### config.mk
export PLATFORM = sky130hd
export DESIGN_NAME = seq_div_param
export DESIGN_NICKNAME = d
export VERILOG_FILES = /design/src/rtl/seq_div_param.sv
export SDC_FILE = /design/constraint.sdc
export NUM_CORES = 1
export LEC_CHECK = 0
export BUFFER_PORTS_ARGS = -buffer_cell sky130_fd_sc_hd__clkbuf_2
export CAP_MARGIN = 20
export CELL_PAD_IN_SITES_DETAIL_PLACEMENT = 0
export CELL_PAD_IN_SITES_GLOBAL_PLACEMENT = 1
export CORE_UTILIZATION = 39
export DETAILED_ROUTE_END_ITERATION = 8
export PLACE_DENSITY = 0.84
export SYNTH_ARGS = -nofsm -noshare
export SYNTH_HDL_FRONTEND = slang
export SYNTH_SLANG_ARGS = --single-unit
### constraint.sdc
create_clock -name clk -period 2.6 [get_ports clk]
set_input_delay 0.13 -clock clk [delete_from_list [all_inputs] [get_ports clk]]
set_output_delay 0.13 -clock clk [all_outputs]
set_load 0.02 [all_outputs]
### src/rtl/seq_div_param.sv
// Sequential restoring divider: 2N-bit dividend / N-bit divisor -> N-bit quotient and remainder.
// A zero divisor or a quotient too wide for N bits is flagged at acceptance and is not iterated.
module seq_div_param #(
    parameter int N = 4
) (
    input  logic           clk,
    input  logic           reset,
    input  logic           start,
    input  logic [2*N-1:0] word1,
    input  logic [N-1:0]   word2,
    output logic [N-1:0]   quotient,
    output logic [N-1:0]   remainder,
    output logic           ready,
    output logic           done,
    output logic           div_by_zero,
    output logic           overflow
);

    // state | meaning
    // IDLE  | waiting for start; holds the last result and flags
    // CALC  | one restoring iteration per clock, count tracks remaining steps
    typedef enum logic {IDLE, CALC} state_t;

    localparam int CW = (N > 1) ? $clog2(N) : 1;

    state_t         state;
    logic [CW-1:0]  count;
    logic [2*N-1:0] dividend;
    logic [N-1:0]   divisor;
    logic [N:0]     diff;
    logic           lt;
    logic [2*N-1:0] dividend_next;

    assign diff = dividend[2*N-1:N-1] - {1'b0, divisor};
    assign lt   = diff[N];
    assign dividend_next = lt ? {dividend[2*N-2:0], 1'b0}
                              : {diff[N-1:0], dividend[N-2:0], 1'b1};

    assign quotient  = dividend[N-1:0];
    assign remainder = dividend[2*N-1:N];
    assign ready     = (state == IDLE) && reset;

    always_ff @(posedge clk or negedge reset) begin
        if (!reset) begin
            state       <= IDLE;
            count       <= '0;
            dividend    <= '0;
            divisor     <= '0;
            done        <= 1'b0;
            div_by_zero <= 1'b0;
            overflow    <= 1'b0;
        end else begin
            done <= 1'b0;
            case (state)
                IDLE: begin
                    if (start) begin
                        divisor <= word2;
                        // Error results reuse the working register: all-ones quotient, high word as remainder.
                        if (word2 == '0) begin
                            div_by_zero <= 1'b1;
                            overflow    <= 1'b0;
                            dividend    <= {word1[2*N-1:N], {N{1'b1}}};
                            done        <= 1'b1;
                        end else if (word1[2*N-1:N] >= word2) begin
                            div_by_zero <= 1'b0;
                            overflow    <= 1'b1;
                            dividend    <= {word1[2*N-1:N], {N{1'b1}}};
                            done        <= 1'b1;
                        end else begin
                            div_by_zero <= 1'b0;
                            overflow    <= 1'b0;
                            dividend    <= word1;
                            count       <= CW'(N - 1);
                            state       <= CALC;
                        end
                    end
                end
                CALC: begin
                    dividend <= dividend_next;
                    if (count == '0) begin
                        state <= IDLE;
                        done  <= 1'b1;
                    end else begin
                        count <= count - 1'b1;
                    end
                end
                default: state <= IDLE;
            endcase
        end
    end

endmodule

; ---- Word level (Yosys, flattened, before mapping)
; Index checks and enable logic that the tools add are counted.
[word_totals]
memories = 0
latch_bits = 0
mem_bits_ro = 0
word_cells = 42
mem_bits_rw = 0
regBits = 18
[classes]
div = 0
muxes = 22
shift = 0
n_reduce_logical = 5
bitwise = 1
mul = 0
eq_ne = 4
magnitude_cmp = 1
addsub = 2
[ops]
columns = operator, count
row1 = 2-to-1 mux 8 bit, 2
row2 = one-hot mux 8 bit (2 select lines), 1
row3 = 2-to-1 mux 1 bit, 10
row4 = 2-to-1 mux 2 bit, 4
row5 = 2-to-1 mux 4 bit, 2
row6 = "!= test 2 bit, second input constant", 4
row7 = subtractor 5 x 4 -> 5 bit, 1
row8 = >= comparator 4 bit, 1
row9 = zero test 4 bit, 1
row10 = one-hot mux 1 bit (2 select lines), 2
row11 = one-hot mux 2 bit (2 select lines), 1
row12 = AND reduction 4 bit, 1
row13 = zero test 2 bit, 1
row14 = AND reduction 2 bit, 1
row15 = "subtractor 2 x 1 -> 2 bit, second input constant", 1
row16 = logical AND 1 bit, 1
row17 = NOT 1 bit, 1

; ---- Depth between registers and ports, before layout
; Gate-level depths: netlist of the first run.
[logic_depth]
depth_word = 5
depth_mapped = 8

; ---- Worst setup path after synthesis of the first run
; Ideal clock, no wire load.
[synth_path]
path_type = reg2reg
startpoint = reg dividend[3]
endpoint = reg dividend[5]
t_required_ns = 2.523
slack_ns = 0.325
synth_period_minus_slack_ns = 2.275
setup_ns = 0.077
arrival_ns = 2.197
stages_incl_launch_ff = 9
path_cell_list = dfrtp_1 > inv_1 > ha_1 > fa_1 > nand2b_1 > a21oi_2 > xor2_2 > mux2_2 > a21oi_1
[synth_via]
elab_chain_cells = 3
[synth_rtl]
columns = element, line
row1 = from (decl), 28  ; logic [2*N-1:0] dividend;
row2 = from (signal assigned), 62  ; dividend <= {word1[2*N-1:N], {N{1'b1}}};
row3 = from (signal assigned), 67  ; dividend <= {word1[2*N-1:N], {N{1'b1}}};
row4 = from (signal assigned), 72  ; dividend <= word1;
row5 = subtractor 5 x 4 -> 5 bit, 34  ; assign diff = dividend[2*N-1:N-1] - {1'b0, divisor};
row6 = 2-to-1 mux 8 bit, 36  ; assign dividend_next = lt ? {dividend[2*N-2:0], 1'b0}
row7 = one-hot mux 8 bit (2 select lines), 54  ; case (state)
; Every way passes these cells.
; A chain may end at the register's enable or synchronous reset.

; ---- Worst setup path in the final report of the first run
; Same ends and word-level chain as after synthesis.

==> impl_metrics.csv, run 1 <==
group,metric,value,unit
run_status,status,"completed",
route,routed-wl-met3,62,um
power_and_ir_drop,p_int,0.952,mW
route,drt_iter0_markers,11,
synthesis,yosys_warnings,0,
synthesis,synthArstFlopShare,100,%
clocking,cts_made_buffers,3,
floorplan,die_h,55.5,um
route,dr_total_vias,869,
finish,area_growth,17.6,%
floorplan,rows,19,
timing,fin_hold_ws,88.1,ps
synthesis,yosysUniqueCellTypes,24,
timing,setup-violations-final,0,
route,wl_met2,1090,um
worst_setup_path,cp-start-kind,"flop",
power_and_ir_drop,p_per_area,1300,nW/um^2
route,first_pass_iters,4,
synthesis,seq_area_frac_synth,40.4,%
timing,tightest_slew,593,ps
route,remaining_drc_errors,0,
clocking,hold_buffers,1,
finish,antennaDiodeCount,0,
worst_setup_path,path_max_fanout,5,
grt,antenna_found_initial,0,
power_and_ir_drop,p_seq_share,31.9,%
route,wirelength,2220,um
timing,fin_crit,2280,ps
synthesis,ys.flop_type,"dfrtp_1",
grt,grt_max_degree,20,
synthesis,ys_ff_latch,18,
clocking,cts_setup_buffers,0,
worst_setup_path,arrival,2500,ps
synthesis,synth_nets,140,
synthesis,synth_edf_count,0,
place,dpl.hpwl,1770,um
job,drv_cap,0,
power_and_ir_drop,clockPowerShare,10.2,%
power_and_ir_drop,finalPower,1.70,mW
power_and_ir_drop,netSwitchingFraction,44.1,%
timing,relSlewSlack,60.5,%
worst_setup_path,crit_type,"reg -> reg",
clocking,clk_latency,290,ps
place,portBuffers,26,
worst_setup_path,cp-end-kind,"flop",
power_and_ir_drop,vdd_drop_max,0.768,mV
worst_setup_path,cp.required,2830,ps
timing,setup-tns-final,0,ps
finish,drive_gt1_share,26.8,%
synthesis,netlist_area,1110,um^2
place,place_congestion,0.768,
route,wl_met1,1050,um
clocking,htreeDepth,1,
finish,post-route-util,48.0,%
clocking,cts.sinks,18,
grt,grt_pass1_wl,3880,um
synthesis,netlist_instances,115,
timing,hold_viol,0,
floorplan,core-area,2730,um^2
clocking,cts_root_buf,"clkbuf_4",
clocking,clk_pin_slew,110,ps
finish,nets,168,
route,via_per_inst,5.02,
timing,slew_violations,0,
route,drtAntennaViolNets,0,
synthesis,synth_area_per_cell,9.69,um^2
floorplan,pin_count,27,
floorplan,die-area,3080,um^2
grt,track_usage,15.9,%
grt,grt-ovfl-total,0,
power_and_ir_drop,power.share.combinational,57.9,%
timing,rsz0062_at_grt,"false",
timing,fin_skew,4.11,ps
power_and_ir_drop,power.switching,0.752,mW
floorplan,fp.dieW,55.5,um
clocking,clk_path_buf_depth,2,
power_and_ir_drop,leakage,0.682,nW
route,top_layer_used,"met4",
floorplan,start_util,40.8,%
clocking,tritoncts,"built",
min_path,hold_class,"in -> reg",
grt,first_global_vias,851,
timing,timing.final.crit_share,87.5,%
clocking,cts.repair.resized,0,
route,wl_per_cell,12.8,um
timing,fmax,439,MHz
-- layout make-up --
type                    count  area (um^2)
fillers                   274         1420
well taps                  31         38.8
clock buffers               4         36.3
inverters                  11         41.3
multi-input cells          82          604
repair buffers             27          140
flip-flops and latches     18          450
-- power groups by stage --
| stage | clock network [mW] | logic (mW) | registers (mW) |
|---|---|---|---|
| 2_1_floorplan | 0 | 0.713 | 0.590 |
| 3_3_place_gp | 0 | 0.972 | 0.546 |
| 3_5_place_dp | 0 | 0.997 | 0.554 |
| 4_1_cts | 0.181 | 1.01 | 0.547 |
| 5_1_grt | 0.189 | 1.11 | 0.565 |
| 6_report | 0.173 | 0.987 | 0.544 |
-- state kept, by name, summed over array words and instances (netlist names) --
name and flops:
count 2, overflow 1, dividend 8, div_by_zero 1
done 1, state 1, divisor 4
-- logic make-up (layout without fill, tap and decap cells) --
logic type / Yosys count / after routing / synth area share (%)
AOI/OAI and AO/OA: 21 / 21 / 11.4
xor gates and xnor gates: 3 / 3 / 3.03
adders and majority gates: 10 / 10 / 11.9
buffers and inverters: 15 / 42 / 5.39
DFF: 18 / 18 / 40.4
muxes: 13 / 13 / 12.2
and+or+nand+nor: 35 / 35 / 15.6
-- placed cells by master (no fill, tap or decap), drive strengths merged --
master,n
nand2,20
o211ai,2
a21o,1
clkbuf,30
fa,1
a22o,1
nor2,4
dlygate4sd3,1
o21ai,7
a21oi,7
nand2b,4
mux2,5
dfrtp,18
nor4,1
a211oi,3
xnor2,1
xor2,2
inv,11
mux2i,8
ha,9
nor2b,6
-- per-stage QoR --
step / std cells / setup slack [ps] / instance area (um^2)
final: 173 / 324 / 1310
after global routing: 173 / 192 / 1310
after CTS: 173 / 300 / 1310
after detailed placement: 168 / 327 / 1260
after global placement: 168 / 419 / 1260
after floorplan: 115 / 325 / 1110
-- per-layer routing --
metal  global-route usage, %  up-vias
met5                       0        -
met4                    5.36        0
met3                    2.81        2
met2                    26.2       10
met1                    21.0      413
li1                        -      444
-- cell usage after synthesis, types with 2 or more instances --
| cell | count | area (um^2) |
|---|---|---|
| nand2_1 | 20 | 75.1 |
| dfrtp_1 | 18 | 450 |
| inv_1 | 11 | 41.3 |
| ha_1 | 9 | 113 |
| mux2i_1 | 8 | 80.1 |
| a21oi_1 | 6 | 30.0 |
| nor2b_1 | 6 | 37.5 |
| o21ai_0 | 6 | 30.0 |
| mux2_2 | 5 | 56.3 |
| nand2b_1 | 4 | 25.0 |
| nor2_1 | 4 | 15.0 |
| a211oi_1 | 3 | 22.5 |
| buf_2 | 3 | 15.0 |
| o211ai_1 | 2 | 15.0 |
-- final timing paths --
| path | startpoint | end | slack (ps) | depth (start not counted) |
|---|---|---|---|---|
| max | dividend[3]$_DFFE_PN0P_ | dividend[5]$_DFFE_PN0P_ | 320 | 8 |
| min | word2[0] | divisor[0]$_DFFE_PN0P_ | 90 | 3 |
| max reg2reg | dividend[3]$_DFFE_PN0P_ | dividend[5]$_DFFE_PN0P_ | 320 | 8 |
| min reg2reg | div_by_zero$_DFFE_PN0P_ | div_by_zero$_DFFE_PN0P_ | 500 | 2 |
| max in group asynchronous | reset | dividend[1]$_DFFE_PN0P_ | 1970 | 2 |
| min in group asynchronous | reset | div_by_zero$_DFFE_PN0P_ | 300 | 2 |
-- worst max-delay path, cell delays in order (launching register included) --
cell,delay (ps)
dfrtp_1,350
inv_1,60
ha_1,220
fa_1,410
nand2b_1,170
a21oi_2,160
xor2_2,310
mux2_2,380
a21oi_1,130
Power figures use the tool's default switching activity.
==> run 2: changes to the inputs <==
Settings changed: CORE_UTILIZATION 39 to 42, PLACE_DENSITY 0.84 to 0.89.
Clock period 2.6 ns to 2.93 ns, I/O delays scaled along.
==> impl_metrics.csv, run 2 (synthesis gave the netlist of run 1 again) <==
group,metric,value,unit
run_status,status,"completed",
clocking,cts.sinks,18,
place,dpl.hpwl,1790,um
finish,nets,168,
timing,timing.final.crit_share,78.6,%
power_and_ir_drop,p_per_area,1170,nW/um^2
power_and_ir_drop,leakage,0.682,nW
min_path,hold_class,"in -> reg",
timing,hold_viol,0,
clocking,clk_latency,290,ps
timing,tightest_slew,595,ps
route,wl_per_cell,13.4,um
route,drtAntennaViolNets,0,
timing,relSlewSlack,60.3,%
power_and_ir_drop,power.share.combinational,58.2,%
timing,slew_violations,0,
clocking,clk_pin_slew,110,ps
finish,top_regs,"dividend x8, divisor x4, count x2",
power_and_ir_drop,netSwitchingFraction,44.7,%
finish,largest_reg_flops,8,
floorplan,fp.dieW,53.5,um
route,wirelength,2300,um
route,remaining_drc_errors,0,
finish,area_growth,17.5,%
route,first_pass_iters,4,
clocking,hold_buffers,1,
clocking,cts_setup_buffers,0,
timing,fin_crit,2300,ps
finish,fin_area,1310,um^2
floorplan,rows,18,
clocking,cts_made_buffers,3,
place,dpl_cell_area,1260,um^2
finish,top_register,"dividend",
floorplan,die_h,53.5,um
finish,final_common_cell,"clkbuf_2",
route,via_per_inst,5.22,
grt,track_usage,18.0,%
grt,antenna_found_initial,0,
route,drt_iter0_markers,15,
power_and_ir_drop,vdd_drop_max,0.745,mV
power_and_ir_drop,power.switching,0.684,mW
power_and_ir_drop,clockPowerShare,10.1,%
clocking,htreeDepth,1,
worst_setup_path,arrival,2530,ps
finish,antennaDiodeCount,0,
place,pre_cts_slack,638,ps
worst_setup_path,cp-end-kind,"flop",
finish,drive_gt1_share,26.8,%
grt,grt_pass1_wl,3620,um
finish,layout_common_cells,"clkbuf_2 (26), nand2_1 (20), dfrtp_1 (18), inv_1 (11), ha_1 (9)",
grt,grt-ovfl-total,0,
worst_setup_path,path_max_fanout,5,
timing,fmax,434,MHz
clocking,cts_root_buf,"clkbuf_4",
clocking,clk_path_buf_depth,2,
floorplan,start_util,44.6,%
timing,setup-violations-final,0,
timing,fin_hold_ws,116,ps
place,portBuffers,26,
timing,worst_slack,626,ps
power_and_ir_drop,p_int,0.846,mW
floorplan,core-area,2500,um^2
worst_setup_path,crit_type,"reg -> reg",
place,place_congestion,0.841,
route,dr_total_vias,897,
worst_setup_path,cp-start-kind,"flop",
floorplan,die-area,2860,um^2
timing,fin_skew,5.39,ps
clocking,cts.repair.resized,0,
power_and_ir_drop,p_seq_share,31.7,%
finish,fill_cells,242,
clocking,tritoncts,"built",
worst_setup_path,cp.required,3160,ps
job,drv_cap,0,
timing,setup-tns-final,0,ps
grt,grt_max_degree,20,
timing,rsz0062_at_grt,"false",
grt,first_global_vias,797,
floorplan,pin_count,27,
-- run 2: worst paths after layout --
check,startpoint,end,slack [ps],cells after the start
min in group asynchronous,reset,divisor[2]$_DFFE_PN0P_,320,2
worst max-delay path,dividend[3]$_DFFE_PN0P_,dividend[5]$_DFFE_PN0P_,630,8
worst min-delay path,word2[0],divisor[0]$_DFFE_PN0P_,120,3
max in group asynchronous,reset,count[0]$_DFFE_PN0P_,2290,2
worst max register to register,dividend[3]$_DFFE_PN0P_,dividend[5]$_DFFE_PN0P_,630,8
worst min register to register,div_by_zero$_DFFE_PN0P_,div_by_zero$_DFFE_PN0P_,500,2
-- run 2: worst max-delay path, stage by stage (launching register included) --
cell,delay (ps)
dfrtp_1,360
inv_1,60
ha_1,220
fa_1,400
nand2b_1,180
a21oi_2,180
xor2_2,330
mux2_2,380
a21oi_1,140
-- run 2: routing by layer --
metal / up-vias / GRT usage [%] / share of wire [%]
met5: - / 0 / 0
met4: 0 / 5.26 / 0.52
met3: 2 / 2.59 / 2.6
met2: 17 / 32.3 / 52
met1: 438 / 22.2 / 45
li1: 440 / - / -
-- run 2: power groups by stage --
stage               clock network, mW  registers [mW]  logic [mW]
global placement                    0           0.483       0.855
finish                          0.155           0.485       0.890
floorplan                           0           0.524       0.633
global route                    0.171           0.504       0.986
CTS                             0.159           0.486       0.896
detailed placement                  0           0.490       0.889
-- run 2: stage by stage --
| stage | instances | power, mW | util [%] |
|---|---|---|---|
| finish | 172 | 1.53 | 52.4 |
| global route | 172 | 1.66 | 52.4 |
| CTS | 172 | 1.54 | 52.4 |
| detailed placement | 167 | 1.38 | 50.6 |
| global placement | 167 | 1.34 | 50.6 |
| floorplan | 115 | 1.16 | - |
-- run 2: layout make-up --
cell class	instances	area, um^2	area share (%)
flip-flops and latches	18	450	34.4
inverters	11	41.3	3.15
clock buffers	4	36.3	2.77
well taps	30	37.5	2.87
multi-input cells	82	604	46.1
repair buffers	27	140	10.7
==> run 3: changes to the inputs <==
Settings changed: CORE_UTILIZATION 42 to 35, PLACE_DENSITY 0.89 to 0.8.
Clock period 2.93 ns to 1.9 ns, I/O delays scaled along.
==> impl_metrics.csv, run 3 (synthesis gave the netlist of run 1 again) <==
group,metric,value,unit
clocking,htreeDepth,1,
grt,first_global_vias,960,
finish,drive_gt1_share,35.1,%
timing,rsz0062_at_grt,"true",
worst_setup_path,critPathSlowestCell,"dfrtp_1",
floorplan,core-area,3030,um^2
grt,grt_pass1_wl,4200,um
worst_setup_path,cpPeakStageDelay,420,ps
run_status,failed_checks,"setup timing",
worst_setup_path,rrSetupSlack,-130,ps
clocking,clk_pin_slew,110,ps
place,dpl.hpwl,1960,um
job,drv_cap,0,
floorplan,start_util,36.8,%
grt,antenna_found_initial,0,
finish,layout_common_cells,"clkbuf_2 (26), nand2_1 (20), dfrtp_1 (17), inv_1 (10)",
power_and_ir_drop,power.share.combinational,66.4,%
power_and_ir_drop,p_int,1.63,mW
timing,slew_violations,0,
grt,grt-ovfl-total,0,
place,place_congestion,0.836,
floorplan,rows,20,
worst_setup_path,r2r_end,"dividend[5]$_DFFE_PN0P_",
timing,hold_viol,0,
worst_setup_path,worstRegToRegCells,7,
floorplan,pin_count,27,
route,remaining_drc_errors,0,
clocking,cts_root_buf,"clkbuf_4",
timing,fin_skew,3.64,ps
power_and_ir_drop,leakage,0.736,nW
finish,fill_cells,304,
route,dr_total_vias,934,
timing,worst_slack,-129,ps
power_and_ir_drop,p_per_area,1940,nW/um^2
finish,area_growth,30.3,%
min_path,hold_class,"in -> reg",
clocking,cts.sinks,18,
floorplan,fp.dieW,58.4,um
power_and_ir_drop,netSwitchingFraction,42.3,%
clocking,clk_latency,300,ps
min_path,min_to,"divisor[2]$_DFFE_PN0P_",
finish,top_register,"dividend",
route,first_pass_iters,4,
power_and_ir_drop,p_seq_share,24.8,%
worst_setup_path,worstPathCellList,"ha_4, fa_2, nand2b_4, a21oi_4, xor2_4, mux2_4, a21oi_2",
worst_setup_path,path_max_fanout,4,
power_and_ir_drop,power.switching,1.19,mW
floorplan,die_h,58.4,um
min_path,hold_start,"word2[2]",
finish,final_common_cell,"clkbuf_2",
clocking,clk_path_buf_depth,2,
route,drtAntennaViolNets,0,
worst_setup_path,r2r-start,"divisor[0]$_DFFE_PN0P_",
route,via_per_inst,4.79,
worst_setup_path,cp.required,2130,ps
timing,tightest_slew,390,ps
worst_setup_path,crit_type,"reg -> reg",
finish,largest_reg_flops,8,
route,drt_iter0_markers,23,
place,pre_cts_slack,-141,ps
timing,fin_crit,2030,ps
finish,nets,177,
place,portBuffers,26,
worst_setup_path,cp-start-kind,"flop",
worst_setup_path,cp-end-kind,"flop",
finish,antennaDiodeCount,0,
route,wl_per_cell,12.7,um
power_and_ir_drop,clockPowerShare,8.8,%
clocking,cts_made_buffers,3,
run_status,status,"complete, but fails checks",
timing,timing.final.crit_share,107,%
timing,relSlewSlack,73.8,%
power_and_ir_drop,vdd_drop_max,0.759,mV
clocking,tritoncts,"built",
power_and_ir_drop,finalPower,2.82,mW
floorplan,die-area,3410,um^2
timing,fmax,493,MHz
grt,track_usage,16.4,%
timing,setup-violations-final,5,
min_path,holdPathStages,3,
grt,grt_max_degree,19,
route,wirelength,2470,um
finish,top_regs,"dividend x8, divisor x4, count x2",
worst_setup_path,arrival,2260,ps
[run 3: critical path, delay by kind of cell (launching register included)]
kind | cells | cell delay [ps]
AO/OA/AOI/OAI | 2 | 300
XOR/XNOR | 1 | 240
adder cells (fa/ha/maj) | 2 | 510
flip-flops | 1 | 420
multiplexers | 1 | 330
AND/OR/NAND/NOR | 1 | 160
[run 3: area by class of cell]
cell class / count / area (um^2) / share of cell area (%)
Multi-Input combinational cell: 82 / 653 / 45.0
Sequential cell: 18 / 452 / 31.1
Timing Repair Buffer: 36 / 215 / 14.8
Tap cell: 44 / 55.1 / 3.79
Inverter: 11 / 41.3 / 2.84
Clock buffer: 4 / 36.3 / 2.50
[run 3: power by group through the flow]
stage	sequential (mW)	combinational, mW	clock [mW]
finish	0.698	1.87	0.248
global route	0.724	2.06	0.270
CTS	0.701	1.81	0.257
detailed placement	0.708	1.77	0
global placement	0.701	1.70	0
floorplan	0.824	1.15	0
[run 3: worst max-delay path by stage]
stage | from | end | slack [ps]
after global routing | dividend[3]$_DFFE_PN0P_ | dividend[5]$_DFFE_PN0P_ | -190
after floorplan | dividend[3]$_DFFE_PN0P_ | dividend[5]$_DFFE_PN0P_ | -150
final | divisor[0]$_DFFE_PN0P_ | dividend[5]$_DFFE_PN0P_ | -130
after global placement | divisor[0]$_DFFE_PN0P_ | dividend[5]$_DFFE_PN0P_ | -70
after detailed placement | divisor[0]$_DFFE_PN0P_ | dividend[4]$_DFFE_PN0P_ | -140
after CTS | dividend[3]$_DFFE_PN0P_ | dividend[5]$_DFFE_PN0P_ | -140
[run 3: stage by stage]
| stage | cell area (um^2) | setup TNS (ps) | cells | hold slack (ps) | utilization, % |
|---|---|---|---|---|---|
| 6_report | 1450 | -301 | 195 | 62.9 | 48.0 |
| 5_1_grt | 1450 | -643 | 195 | 67.1 | 48.0 |
| 4_1_cts | 1440 | -341 | 194 | 61.5 | 47.6 |
| 3_5_place_dp | 1390 | -385 | 189 | 115 | 46.0 |
| 3_3_place_gp | 1390 | -132 | 189 | 118 | 46.0 |
| 2_1_floorplan | 1160 | -307 | 115 | -201 | - |
[run 3: per-layer routing]
metal	vias up	track usage (%)	part of all wire, %
met5	-	0	0
met4	0	5.78	1.4
met3	6	2.42	5.5
met2	28	27.9	48
met1	445	21.4	45
li1	455	-	-
[run 3: what timing repair did]
item	4_1_cts	5_1_grt
setup buffers	0	1
pin swaps	4	0
resized for setup	1	1
hold buffers	1	0
setup endpoints to repair	5	4
hold endpoints to repair	18	0
